**config.mk**
```make
export PLATFORM = sky130hd
export DESIGN_NAME = ptl_link_arbiter
export DESIGN_NICKNAME = d
export VERILOG_FILES = /design/src/rtl/ptl_arb_pkg.sv /design/src/rtl/ptl_flight_delay.sv /design/src/rtl/ptl_link_arbiter.sv
export SDC_FILE = /design/constraint.sdc
export NUM_CORES = 1
export LEC_CHECK = 0
export ABC_AREA = 1
export ABC_CLOCK_PERIOD_IN_PS = 1600
export CORE_MARGIN = 2
export CORE_UTILIZATION = 48
export CTS_CLUSTER_DIAMETER = 120
export DETAILED_ROUTE_END_ITERATION = 6
export GPL_ROUTABILITY_DRIVEN = 0
export GPL_TIMING_DRIVEN = 1
export PLACE_DENSITY = 0.81
export SYNTH_ARGS = -nofsm -noshare
export SYNTH_HDL_FRONTEND = slang
export SYNTH_SLANG_ARGS = --single-unit
export TNS_END_PERCENT = 20
```
**constraint.sdc**
```tcl
create_clock -name clk -period 1.6 [get_ports clk]
set_clock_uncertainty 0.1 [all_clocks]
set_input_delay 0.32 -clock clk [delete_from_list [all_inputs] [get_ports clk]]
set_output_delay 0.32 -clock clk [all_outputs]
set_load 0.005 [all_outputs]
```
**src/rtl/ptl_arb_pkg.sv**
```systemverilog
// rtl/ptl_arb_pkg.sv - shared widths and parameter legality helpers for the PTL link arbiter
// Contents:
//   ptl_id_w      : requester ID width for N requesters
//   ptl_cnt_w     : width of a down-counter that starts at max_val-1
//   ptl_params_ok : elaboration-time legality of N / MIN_GAP / LINK_LAT / ID_W
package ptl_arb_pkg;

    localparam int PTL_N_MIN = 2;
    localparam int PTL_N_MAX = 16;

    function automatic int ptl_id_w(input int n);
        return (n <= 2) ? 1 : $clog2(n);
    endfunction

    // A counter loaded with max_val-1 never needs more than clog2(max_val)
    // bits; keep at least one bit so MIN_GAP=1 still has a legal vector.
    function automatic int ptl_cnt_w(input int max_val);
        return (max_val <= 2) ? 1 : $clog2(max_val);
    endfunction

    function automatic bit ptl_params_ok(input int n, input int id_w,
                                         input int min_gap, input int link_lat);
        return (n >= PTL_N_MIN) && (n <= PTL_N_MAX) &&
               (id_w >= ptl_id_w(n)) &&
               (min_gap >= 1) && (link_lat >= 1);
    endfunction

endpackage

```
**src/rtl/ptl_flight_delay.sv**
```systemverilog
// rtl/ptl_flight_delay.sv - LINK_LAT-deep {valid,id} shift register modelling PTL flight time
// Ports:
//   clk, rst_n          : clock, asynchronous active-low reset (clears every stage)
//   in_valid, in_id     : launched pulse and its source ID
//   out_valid, out_id   : the same pulse LINK_LAT cycles later
module ptl_flight_delay #(
    parameter int LINK_LAT = 4,
    parameter int ID_W     = 2
) (
    input  logic            clk,
    input  logic            rst_n,
    input  logic            in_valid,
    input  logic [ID_W-1:0] in_id,
    output logic            out_valid,
    output logic [ID_W-1:0] out_id
);

    logic [LINK_LAT-1:0] vld_q;
    logic [ID_W-1:0]     id_q [LINK_LAT];

    // The line shifts every cycle regardless of what is launched, so pulses
    // in flight are never disturbed by later grants.
    always_ff @(posedge clk or negedge rst_n) begin
        if (!rst_n) begin
            vld_q <= '0;
            for (int i = 0; i < LINK_LAT; i++) begin
                id_q[i] <= '0;
            end
        end else begin
            vld_q[0] <= in_valid;
            id_q[0]  <= in_id;
            for (int i = 1; i < LINK_LAT; i++) begin
                vld_q[i] <= vld_q[i-1];
                id_q[i]  <= id_q[i-1];
            end
        end
    end

    assign out_valid = vld_q[LINK_LAT-1];
    assign out_id    = id_q[LINK_LAT-1];

endmodule

```
**src/rtl/ptl_link_arbiter.sv**
```systemverilog
// rtl/ptl_link_arbiter.sv - round-robin scheduler sharing one PTL driver/receiver link among N requesters
// Ports:
//   clk, rst_n          : clock, asynchronous active-low reset
//   req[N]              : single-cycle request pulses
//   pend[N]             : registered pending flags
//   ovf[N]              : one-cycle pulse when a request is dropped
//   ptl_din, tx_id      : one-cycle pulse to the PTL driver and its source ID (ID held between pulses)
//   arr_valid, arr_id   : arrival strobe LINK_LAT cycles after ptl_din, with its source ID
module ptl_link_arbiter
    import ptl_arb_pkg::*;
#(
    parameter int N        = 4,
    parameter int ID_W     = $clog2(N),
    parameter int MIN_GAP  = 3,
    parameter int LINK_LAT = 4
) (
    input  logic            clk,
    input  logic            rst_n,
    input  logic [N-1:0]    req,
    output logic [N-1:0]    pend,
    output logic [N-1:0]    ovf,
    output logic            ptl_din,
    output logic [ID_W-1:0] tx_id,
    output logic            arr_valid,
    output logic [ID_W-1:0] arr_id
);

    localparam int GAP_W = ptl_cnt_w(MIN_GAP);
    localparam logic [GAP_W-1:0] GAP_LOAD = GAP_W'(MIN_GAP - 1);
    localparam logic [ID_W-1:0]  LAST_ID  = ID_W'(N - 1);

    if (!ptl_params_ok(N, ID_W, MIN_GAP, LINK_LAT)) begin : g_param_check
        $error("ptl_link_arbiter: illegal N/ID_W/MIN_GAP/LINK_LAT combination");
    end

    logic [ID_W-1:0]  rr_ptr;
    logic [GAP_W-1:0] gap_cnt;

    logic [N-1:0]     gnt;
    logic [ID_W-1:0]  win_id;
    logic             found;
    logic [ID_W-1:0]  rr_next;

    // Round-robin pick: first pass covers rr_ptr..N-1, second pass wraps to
    // 0..rr_ptr-1, so the search order is rr_ptr, rr_ptr+1, ... without any
    // modulo arithmetic on the index.
    always_comb begin
        gnt    = '0;
        win_id = '0;
        found  = 1'b0;
        if ((gap_cnt == '0) && (|pend)) begin
            for (int i = 0; i < N; i++) begin
                if (!found && pend[i] && (ID_W'(i) >= rr_ptr)) begin
                    found  = 1'b1;
                    gnt[i] = 1'b1;
                    win_id = ID_W'(i);
                end
            end
            for (int i = 0; i < N; i++) begin
                if (!found && pend[i] && (ID_W'(i) < rr_ptr)) begin
                    found  = 1'b1;
                    gnt[i] = 1'b1;
                    win_id = ID_W'(i);
                end
            end
        end
    end

    // Explicit wrap so a non-power-of-two N never lets the pointer escape
    // the valid requester range.
    always_comb begin
        rr_next = '0;
        if (win_id != LAST_ID) begin
            rr_next = win_id + ID_W'(1);
        end
    end

    always_ff @(posedge clk or negedge rst_n) begin
        if (!rst_n) begin
            pend    <= '0;
            ovf     <= '0;
            ptl_din <= 1'b0;
            tx_id   <= '0;
            rr_ptr  <= '0;
            gap_cnt <= '0;
        end else begin
            // A request landing on a requester being granted this cycle is
            // kept as the new pending entry; landing on a still-waiting one
            // is dropped and flagged.
            pend    <= (pend & ~gnt) | req;
            ovf     <= req & pend & ~gnt;
            ptl_din <= found;
            if (found) begin
                tx_id   <= win_id;
                rr_ptr  <= rr_next;
                gap_cnt <= GAP_LOAD;
            end else if (gap_cnt != '0) begin
                gap_cnt <= gap_cnt - GAP_W'(1);
            end
        end
    end

    ptl_flight_delay #(
        .LINK_LAT (LINK_LAT),
        .ID_W     (ID_W)
    ) u_flight (
        .clk       (clk),
        .rst_n     (rst_n),
        .in_valid  (ptl_din),
        .in_id     (tx_id),
        .out_valid (arr_valid),
        .out_id    (arr_id)
    );

endmodule

```
==> impl_summary.log <==
INFO  metric maxCapViolations = 0
INFO  metric final_net_count = 127
INFO  metric preCtsSetupSlack = between 0.1 and 0.15 ns
INFO  metric gr-total-overflow = 0
INFO  metric post-route-min-period = between 1.5 and 2 ns
INFO  metric max-vdd-ir-drop = roughly 0.00095 V
INFO  metric drt_iter0_drc = 22
INFO  metric critical_path.reg2reg.endpoint = pend[0]$_DFF_PN0_
INFO  metric fmaxAchievable = 665 MHz
INFO  metric layout.filler_cells = approximately 160
INFO  metric cts_num_sinks = 27
INFO  metric drt-total-wl = 1630 µm
INFO  metric die_area = between 0.002 and 0.0025 mm²
INFO  metric htree_num_levels = 1
INFO  metric die_h = about 49 µm
INFO  metric antenna_found_initial = 0
INFO  metric synth_seq_cells = 27
INFO  metric post-dp-hpwl = 1150 µm
INFO  metric cts_buffer_depth = 2
INFO  metric outcome = complete, no violations
INFO  metric critPathRequiredTime = about 1.7 ns
INFO  metric synth_top_cell_by_area = dfrtp_1
INFO  metric synth.net_count = just under 100
INFO  metric initial_core_util = 0.508
INFO  metric most_used_cells_in_the_layout_excluding_fill_and_tap_cells = 26 x dfrtp_1, 22 x nand2_1, 10 x inv_1
INFO  metric core.rowCount = 16
INFO  metric critical_path_peak_fanout = 8
INFO  metric synth-edff-count = 0
INFO  metric cts_root_buf = clkbuf_4
INFO  metric power_leakage = 0.688 nW
INFO  metric yosysWarnings = 0
INFO  metric flow.area_growth_from_synthesis = 29.7%
INFO  metric groute.usage.overall = 0.157
INFO  metric design.portCount = 20
INFO  metric min_path_type = primary input to async pin
INFO  metric reg2reg_slack = 0.1 ns
INFO  metric fin_tns_setup = 0 ns
INFO  metric post_route_cells_drive_above_1_share = 0.160
INFO  metric timing.critical_path.from_type = flop
INFO  metric postSynthCellCount = 92
INFO  metric ant_nets = 0
INFO  metric io_buffer_count = 19
INFO  metric finalMaxSlewViolations = 0
INFO  metric worst_slew_pin_slew = 0.314 ns
INFO  metric finalHoldViolations = 0
INFO  metric post-route-period-util = 0.940
INFO  metric clkLatencyLatePin = 0.32 ns
INFO  metric routed_wl_per_cell = 11.2 µm
INFO  metric netlist_area_pre_place = around 990 µm²
INFO  metric netlist_top_cells_area = dfrtp_1 68%, nand2_1 9.1%, inv_1 3.8%, nor2_1 2.7%, nand3_1 2.5%
INFO  metric ys_dominant_reg_cell = dfrtp_1
INFO  metric worstRegToRegCells = 7
INFO  metric core-area = 0.00194 mm²
INFO  metric vias_per_cell = about 4.9
INFO  metric proportion_of_synthesized_flip_flops_having_asynchronous_set_or_reset = 1.00
INFO  metric unique_masters_post_synth = 16
INFO  metric power-per-cell-area = 1750 mW/mm²
INFO  metric timing_worst_setup_path_type = flop to flop
INFO  metric grt_pass1_vias = between 700 and 800
INFO  metric cp_data_arrival_time = 1.62 ns
INFO  metric layout.cells.most_common = dfrtp_1
INFO  metric grt_pass1_wl = between 2000 and 3000 µm
INFO  metric post_synth.cell_area_avg = 10.7 µm²
INFO  metric crit_path_end_kind = flop
INFO  metric hold_buffer_count_at_cts = 0
INFO  metric synth_sequential_area_ratio = 0.684
INFO  metric relSlewSlack = 0.791
INFO  metric clkTransAtPathRegs = 0.13 ns
INFO  metric drt_pass1_iterations = 4
INFO  metric die_w = 49.4 µm
INFO  metric grt_max_degree = 28
INFO  metric detail_route.drc_violations = 0
INFO  metric cts_buffers = 3
INFO  metric startpoint_of_the_worst_register_to_register_path = gap_cnt[0]$_DFFE_PN0P_
INFO  metric finalSetupViolations = 0
INFO  metric antenna_cells = 0
INFO  metric synth_top_area_share = 0.684
INFO  metric cts_tree = built
INFO  metric detailroute.via_count = 710
INFO  metric timing.final.ws_setup = approximately 0.096 ns
-- critical path, cell delays in order (launching register included) --
cell,delay [ns]
dfrtp_1,0.38
inv_1,0.08
ha_1,0.22
inv_1,0.10
a31oi_4,0.16
inv_2,0.11
o21ai_1,0.18
nand2_1,0.07
-- kinds of logic after synthesis --
family	Yosys count	share of synthesized area
simple gates	42	0.185
flops	27	0.684
buf+inv	14	0.0608
compound gates	8	0.0570
fa+ha+maj	1	0.0127
-- through the flow --
| stage | instance area, µm² | total power, mW | utilization | instances | hold slack (ns) |
|---|---|---|---|---|---|
| 4_1_cts | 1260 | 2.24 | 0.648 | 146 | 0.266 |
| 2_1_floorplan | 987 | 1.58 | - | 92 | -0.0756 |
| 6_report | 1280 | 2.24 | 0.659 | 146 | 0.257 |
| 3_3_place_gp | 1210 | 1.93 | 0.624 | 138 | 0.232 |
| 5_1_grt | 1280 | 2.42 | 0.659 | 146 | 0.276 |
| 3_5_place_dp | 1210 | 1.96 | 0.624 | 138 | 0.236 |
-- cell usage after synthesis (2+ instances only) --
| cell type | n |
|---|---|
| a21oi_1 | 3 |
| o21ai_1 | 3 |
| nor2_1 | 7 |
| inv_2 | 2 |
| nand3_1 | 5 |
| dfrtp_1 | 27 |
| nand2_2 | 2 |
| nand4_1 | 2 |
| buf_4 | 2 |
| inv_1 | 10 |
| nand2_1 | 24 |
-- worst max path at each step --
stage                                       startpoint                end  cells past startpoint  slack (ns)
after floorplan                 gap_cnt[0]$_DFFE_PN0P_  pend[0]$_DFF_PN0_                      7        0.18
after global placement          gap_cnt[0]$_DFFE_PN0P_  pend[0]$_DFF_PN0_                      7        0.20
after detailed placement        gap_cnt[0]$_DFFE_PN0P_  pend[0]$_DFF_PN0_                      7        0.11
after CTS                 u_flight.out_id[1]$_DFF_PN0_          arr_id[1]                      1       0.007
after global routing            gap_cnt[0]$_DFFE_PN0P_  pend[2]$_DFF_PN0_                      8       -0.01
final                           gap_cnt[0]$_DFFE_PN0P_  pend[0]$_DFF_PN0_                      7         0.1
-- flip-flops by register name, indices dropped and copies added (netlist names) --
name and flops:
u_flight.id_q 6, ovf 4, pend 4, u_flight.vld_q 4, gap_cnt 2, rr_ptr 2, tx_id 2, u_flight.out_id 2
ptl_din 1
-- final cells by class --
| cell class | count | area, µm² | share of cell area |
|---|---|---|---|
| tap | 27 | 33.8 | 0.0264 |
| inverter | 12 | 45.0 | 0.0352 |
| clock buffer | 4 | 26.3 | 0.0205 |
| multi-input combinational | 51 | 262 | 0.204 |
| sequential | 27 | 677 | 0.529 |
| timing repair buffer | 25 | 236 | 0.185 |
-- per-layer routing --
| metal | up-vias | global-route usage | share of wire |
|---|---|---|---|
| li1 | 342 | - | - |
| met1 | 345 | 0.183 | 0.44 |
| met2 | 23 | 0.273 | 0.50 |
| met3 | 0 | 0.0613 | 0.062 |
| met4 | 0 | 0.0333 | 0 |
| met5 | - | 0 | 0 |
-- power breakdown --
| part | internal, mW | switching, mW | total (mW) |
|---|---|---|---|
| clock | 0.0976 | 0.181 | 0.279 |
| sequential | 0.932 | 0.105 | 1.04 |
| combinational | 0.414 | 0.510 | 0.925 |
| total | 1.44 | 0.796 | 2.24 |
-- timing repair --
item | in CTS | in global routing
endpoints found under the setup margin | 9 | 8
endpoints found under the hold margin | 0 | 0
gates resized for setup | 10 | 8
buffers inserted | 4 | 0
No activity file was read; power rests on OpenSTA's default activity.
